File: src/rtl/addr8s_pkg.sv
// Shared types and defaults for the 8-bit signed adder checker/accumulator.
//   state_t  : frame FSM states (ACCUM collects beats, HOLD presents a frame)
//   *_DEF    : default parameter values for addr8s_check_acc
//   cnt_w()  : width needed to hold a count of 0..n inclusive
package addr8s_pkg;

  typedef enum logic {
    ACCUM = 1'b0,
    HOLD  = 1'b1
  } state_t;

  localparam int FRAME_LEN_DEF = 8;
  localparam int ACC_W_DEF     = 12;
  localparam int ERR_W_DEF     = 8;

  function automatic int cnt_w(input int n);
    return $clog2(n + 1);
  endfunction

endpackage

File: src/rtl/addr8s_ref_sum.sv
// Golden reference for an 8-bit signed adder.
//   a, b    : signed operands as presented to the adder under test
//   sum     : 9-bit result produced by the adder under test
//   golden  : exact 9-bit sum of a and b (cannot overflow)
//   mismatch: high when sum differs from golden
module addr8s_ref_sum (
  input  logic [7:0] a,
  input  logic [7:0] b,
  input  logic [8:0] sum,
  output logic [8:0] golden,
  output logic       mismatch
);

  assign golden   = {a[7], a} + {b[7], b};
  assign mismatch = (sum != golden);

endmodule

File: src/rtl/addr8s_check_acc.sv
// Checks each beat of an 8-bit signed adder against a golden sum and
// accumulates the golden sums over a frame of FRAME_LEN beats.
//   clk, rst             : clock, async active-high reset
//   clr                  : synchronous frame abort (err_total kept)
//   in_valid/in_ready    : beat handshake (ready only while accumulating)
//   in_a, in_b, in_sum   : operands and adder result under check
//   out_valid/out_ready  : frame result handshake
//   out_acc              : signed sum of golden beat sums in the frame
//   out_fault_cnt/_fault : mismatching beats in the frame / any mismatch
//   err_total            : lifetime mismatch count, saturating
module addr8s_check_acc
  import addr8s_pkg::*;
#(
  parameter  int FRAME_LEN = FRAME_LEN_DEF,
  parameter  int ACC_W     = ACC_W_DEF,
  parameter  int ERR_W     = ERR_W_DEF,
  localparam int FCW       = cnt_w(FRAME_LEN)
) (
  input  logic             clk,
  input  logic             rst,
  input  logic             clr,
  input  logic             in_valid,
  output logic             in_ready,
  input  logic [7:0]       in_a,
  input  logic [7:0]       in_b,
  input  logic [8:0]       in_sum,
  output logic             out_valid,
  input  logic             out_ready,
  output logic [ACC_W-1:0] out_acc,
  output logic [FCW-1:0]   out_fault_cnt,
  output logic             out_fault,
  output logic [ERR_W-1:0] err_total
);

  state_t state_q, state_d;

  logic [ACC_W-1:0] acc_q;
  logic [FCW-1:0]   beat_q;
  logic [FCW-1:0]   fault_q;
  logic [8:0]       golden;
  logic             mismatch;
  logic             accept;
  logic             last_beat;
  logic             pop;

  addr8s_ref_sum u_ref (
    .a        (in_a),
    .b        (in_b),
    .sum      (in_sum),
    .golden   (golden),
    .mismatch (mismatch)
  );

  assign in_ready  = (state_q == ACCUM);
  assign out_valid = (state_q == HOLD);
  assign accept    = in_valid && in_ready;
  assign pop       = out_valid && out_ready;
  assign last_beat = (beat_q == FCW'(FRAME_LEN - 1));

  always_comb begin
    state_d = state_q;
    if (clr) begin
      state_d = ACCUM;
    end else begin
      case (state_q)
        ACCUM:   if (accept && last_beat) state_d = HOLD;
        HOLD:    if (pop) state_d = ACCUM;
        default: state_d = ACCUM;
      endcase
    end
  end

  always_ff @(posedge clk or posedge rst) begin
    if (rst) state_q <= ACCUM;
    else     state_q <= state_d;
  end

  // Frame counters: cleared by clr or when a held frame is consumed.
  always_ff @(posedge clk or posedge rst) begin
    if (rst) begin
      acc_q   <= '0;
      beat_q  <= '0;
      fault_q <= '0;
    end else if (clr || pop) begin
      acc_q   <= '0;
      beat_q  <= '0;
      fault_q <= '0;
    end else if (accept) begin
      // Accumulate the golden sum so a faulty adder cannot corrupt the total.
      acc_q  <= acc_q + {{(ACC_W-9){golden[8]}}, golden};
      beat_q <= beat_q + 1'b1;
      if (mismatch) fault_q <= fault_q + 1'b1;
    end
  end

  // Lifetime counter survives clr; a beat discarded by clr is not counted.
  always_ff @(posedge clk or posedge rst) begin
    if (rst)
      err_total <= '0;
    else if (accept && !clr && mismatch && (err_total != {ERR_W{1'b1}}))
      err_total <= err_total + 1'b1;
  end

  assign out_acc       = acc_q;
  assign out_fault_cnt = fault_q;
  assign out_fault     = (fault_q != '0);

endmodule

File: config.mk
export PLATFORM = sky130hd
export DESIGN_NAME = addr8s_check_acc
export DESIGN_NICKNAME = d
export VERILOG_FILES = /design/src/rtl/addr8s_pkg.sv /design/src/rtl/addr8s_ref_sum.sv /design/src/rtl/addr8s_check_acc.sv
export SDC_FILE = /design/constraint.sdc
export NUM_CORES = 1
export LEC_CHECK = 0
export CAP_MARGIN = 10
export CORE_ASPECT_RATIO = 0.75
export CORE_MARGIN = 1
export CORE_UTILIZATION = 50
export DETAILED_ROUTE_END_ITERATION = 10
export PLACE_DENSITY = 0.81
export SLEW_MARGIN = 20
export SYNTH_ARGS = -nofsm -noshare
export SYNTH_HDL_FRONTEND = slang
export SYNTH_SLANG_ARGS = --single-unit
export TNS_END_PERCENT = 5
File: constraint.sdc
create_clock -name clk -period 2.75 [get_ports clk]
set_input_delay 0.55 -clock clk [delete_from_list [all_inputs] [get_ports clk]]
set_output_delay 0.55 -clock clk [all_outputs]
set_load 0.01 [all_outputs]
# == Word level (Yosys, flattened, before mapping) ==
# Index checks and enable logic that the tools add are counted.
# op_classes
addsub,5
n_eq_ne,3
muxes,11
bitwise,1
reduce_logical,12
# op_table
operator,count
$mux 12,2
$mux 4,5
$add 12x12->12,1
$add 8x8->9,1
$ne 9x9->1,1
$add 4x1->4 const B,2
$add 8x1->8 const B,1
$ne 8x8->1 const B,1
$logic_and 1x1->1,6
$eq 4x3->1 const B,1
$reduce_bool 2->1,2
$reduce_bool 4->1,1
$mux 1,3
$pmux 1 s2,1
$reduce_and 2->1,1
$logic_not 1->1,1
$logic_or 1x1->1,1
$not 1->1,1
# word_totals
regBits,29
input_bits,30
out_inout_bits,27
elab_cells,37

# == Longest topological paths before layout ==
# depth
word_depth,6
depth_mapped,15
ltp_nobuf,15

# == Modules after synthesis ==
# From an unflattened synthesis, not the netlist that was laid out.
# hier_totals
cells_unflattened,242
hier_area_um2,2322.2
# modules_own_cells
module,instances,cells_each,area_per_inst_um2,seq_area_each_um2
addr8s_check_acc,1,161,1704.1,725.7
addr8s_ref_sum,1,81,618.1,0.0

# == Worst setup path after synthesis ==
# No wires, ideal clock.
# synth_timing
path_kind,input-to-reg
startpoint,input in_a[0]
endpoint,register acc_q[10] (netlist: out_acc[10])
setup_ns,0.122
arrival_ns,3.208
required_ns,2.628
path_slack_ns,-0.580
path_stages,13
n_path_buf,0
cell_sequence,ha_1 inv_1 fa_1 xnor2_1 ha_1 nor2b_1 o21ai_0 a21oi_1 o21ai_0 a21boi_0 o211a_1 or3_1 a32o_1
# synth_via
elab_chain_cells,4
# synth_lines
element,line,rtl
"start, declared",addr8s_check_acc.sv:24,"input logic [7:0] in_a,"
$add 8x8->9,addr8s_ref_sum.sv:14,"assign golden = {a[7], a} + {b[7], b};"
$add 12x12->12,addr8s_check_acc.sv:90,"acc_q <= acc_q + {{(ACC_W-9){golden[8]}}, golden};"
$mux 12,addr8s_check_acc.sv:88,end else if (accept) begin
$mux 12,addr8s_check_acc.sv:84,end else if (clr || pop) begin
"end signal, assigned",addr8s_check_acc.sv:90,
"end, declared",addr8s_check_acc.sv:37,logic [ACC_W-1:0] acc_q;
# Every way passes these cells. The select of a mux whose other input is x is not followed.
# A chain may end at the register's enable or synchronous reset.

# == Worst setup path after layout ==
# layout_timing
startpoint,input in_b[0]
endpoint,register acc_q[10] (netlist: out_acc[10])
# layout_via
elab_chain_cells,4
# layout_lines
element,line,rtl
"start, declared",addr8s_check_acc.sv:25,"input logic [7:0] in_b,"
$add 8x8->9,addr8s_ref_sum.sv:14,
$add 12x12->12,addr8s_check_acc.sv:90,
$mux 12,addr8s_check_acc.sv:88,
$mux 12,addr8s_check_acc.sv:84,
# Every way passes these cells. The select of a mux whose other input is x is not followed.

==> qor.yml <==
finalSetupViolCount: 17
cp-start-kind: "input port"
multiInputGateArea_um2: 1760
failed_checks: "setup timing"
synthAdderAreaFrac_pct: 13.8
period_share_pct: 115
crit_type: "in2reg"
synth_top_family_by_area: "simple AND/OR/NAND/NOR gates"
antenna_found_initial: 0
cts.sinks: 29
nets: 430
via_per_inst: 5.58
grt_remaining_overflow: 0
p_leak_nw: 1.65
numCtsBuffers: 5
die_x_um: 81.5
worst_hold_path_type: "reg2reg"
register_area_um2: 726
p_per_area_nw_per_um2: 589
num-fill-cells: 281
endpoint_kind: "register"
crit_fanout: 4
drc: 0
worst_slack_ns: -0.404
cts_tree: "yes"
outcome: "finished with violations"
n_antenna_cell: 0
cap_violations: 0
synth_edf_count: 0
synth_compound_area_share_pct: 19.6
seq_area_frac_synth_pct: 30.6
crit_required_ns: 2.92
synth-xor-area-share_pct: 9.82
grt_max_degree: 30
crit_buf_inv: 2
root_buffer: "clkbuf_8"
ys_warn_count: 0
grt_pass1_vias: 2199
ir_drop_mv: 0.747
drt-pass1-iter-count: 5
initial_core_util_pct: 52.5
hpwl_mm: 4.60
layout-drive-gt1-share_pct: 27.9
cp_slowest_cell: "o41ai_4"
cts_buffer_depth: 2
row_count: 21
wl_per_cell_um: 15.1
fin_setup_tns_ns: -2.43
syn_area_um2: 2370
syn_to_final_growth_pct: 54.4
cts.clk_slew.worst_paths_ns: 0.06
synth_area_per_cell_um2: 8.72
num_io_pins: 57
ant_nets: 0
fin_total_pwr_mw: 2.16
async_flop_share_pct: 100
max_freq_mhz: 317
yosys.cell_types.count: 54
rrSetupSlack_ns: 0.28
die_h_um: 61.6
worst_pin_slew_ns: 0.611
rsz0062_at_grt: "yes"
synth_cells: 272
drt-total-wl_mm: 6.53
cp_cell_sequence: "buf_6 -> ha_4 -> buf_6 -> a211oi_4 -> nor2_2 -> o21a_1 -> o41ai_4 -> xnor2_1 -> ha_2 -> nor3_2 -> nor2_1 -> o211a_1 -> or3_1 -> a32o_1"
ctsHoldBuffers: 0
dieArea_um2: 5020
critPathArrivalTime_ns: 3.32
route.vias.total: 2416
slowest_delay_ns: 0.35
skew_ns: 0.00924
grtUsageTotal_pct: 25.9
clk_latency_ns: 0.28
synth_nets: 327
synth-simple-area-share_pct: 20.1
drv_slew: 0
numPortBuffers: 56
cpMostUsedCell: "buf_6"
relSlewSlack_pct: 59.1
ys.flop_type: "dfrtp_1"
gp_congestion: 0.885
htree_levels: 2
grt_pass1_wl_mm: 9.70
synth.ff_latch_count: 29
drtIter0Drc: 105
hold_viol: 0
period_needed_ns: 3.15
core_area_um2: 4520
crit_family: "compound AO/OA/AOI/OAI gates"
muxShareOfSynthArea_pct: 1.48
-- path summary, 6_finish.rpt --
path | from | to | depth (start not counted)
worst max register to register | out_acc[0] | out_acc[10] | 11
max in group asynchronous | rst | err_total[3] | 3
worst min-delay path | err_total[0] | err_total[0] | 1
worst max-delay path | in_b[0] | out_acc[10] | 14
worst min register to register | err_total[0] | err_total[0] | 1
min in group asynchronous | rst | out_fault_cnt[3] | 3
-- logic make-up after synthesis --
family / count (synthesis)
adder cells (fa/ha/maj): 25
XOR/XNOR: 25
flip-flops: 29
buffers and inverters: 28
AND/OR/NAND/NOR: 94
AO/OA/AOI/OAI: 68
multiplexers: 3
-- registers in the layout, indices dropped and copies added (netlist names) --
register and cells:
out_acc 12, out_fault_cnt 4, out_valid 1, err_total 8, beat_q 4
-- power breakdown --
group          internal (mW)  switching [mW]
sequential             0.512          0.0968
combinational          0.643           0.518
clock                  0.226           0.161
-- Yosys cell counts (all sizes together), types with 2 or more instances --
library cell	n	area share, %
nor2	24	3.9
inv	21	3.3
o21a	3	0.95
nand3	10	2.1
fa	2	1.7
nand2	22	3.5
o211a	2	0.84
a32o	2	0.84
o21ai	21	4.4
o211ai	2	0.63
dfrtp	29	31
a211oi	4	2.0
nand2b	2	0.53
a21oi	17	3.6
clkbuf	4	0.63
a41oi	2	0.74
nand4	2	0.53
or3	5	1.3
ha	23	12
mux2i	2	0.84
a31oi	2	0.79
nor2b	6	1.6
xor2	6	2.2
or2	4	1.1
o31ai	2	0.63
nor3	6	1.3
buf	3	0.63
and2	2	0.63
xnor2	18	6.6
a21o	4	1.3
and3	4	1.1
-- timing repair --
item,in CTS,in global routing
hold endpoints to repair,0,0
setup buffers,1,1
resized for setup,56,14
pin swaps,27,14
setup endpoints to repair,20,17
-- metrics by stage --
stage,hold WS [ns],cell area (µm²),setup WS [ns],util [%],cells
after detailed placement,0.512,3350,-1.13,74.1,423
final,0.525,3660,-0.404,81.0,433
after floorplan,0.523,2410,-0.429,-,272
after global placement,0.501,3350,-1.02,74.1,423
after global routing,0.546,3660,-0.510,81.0,433
after CTS,0.532,3570,-0.383,78.9,432
-- per-layer routing --
layer | track usage, % | share of wire [%] | wire length (µm)
met5 | 0 | 0 | 0
met4 | 8.93 | 1.2 | 81
met3 | 4.44 | 5.5 | 357
met2 | 43.7 | 48 | 3110
met1 | 33.9 | 46 | 2980
-- cells in the final DEF (no fill, tap or decap), types with 5 or more instances in the layout --
cell type,netlist,routed
clkdlybuf4s50_1,0,48
buf_4,1,44
dfrtp_1,29,29
nand2_1,22,22
nor2_1,23,21
inv_1,21,19
a21oi_1,17,15
xnor2_1,18,15
ha_1,23,14
nand3_1,10,10
o21ai_0,15,10
ha_4,0,7
clkbuf_8,0,7
o21ai_2,0,6
xor2_1,6,6
buf_6,0,6
or3_1,5,5
o21ai_1,6,5
-- layout make-up --
class	count	area share [%]
well taps	57	1.95
inverters	21	2.15
clock inverters	1	0.137
repair buffers	103	25.2
clock buffers	7	2.63
flip-flops and latches	29	19.8
multi-input cells	215	48.1
No activity file was read; power rests on OpenSTA's default activity.
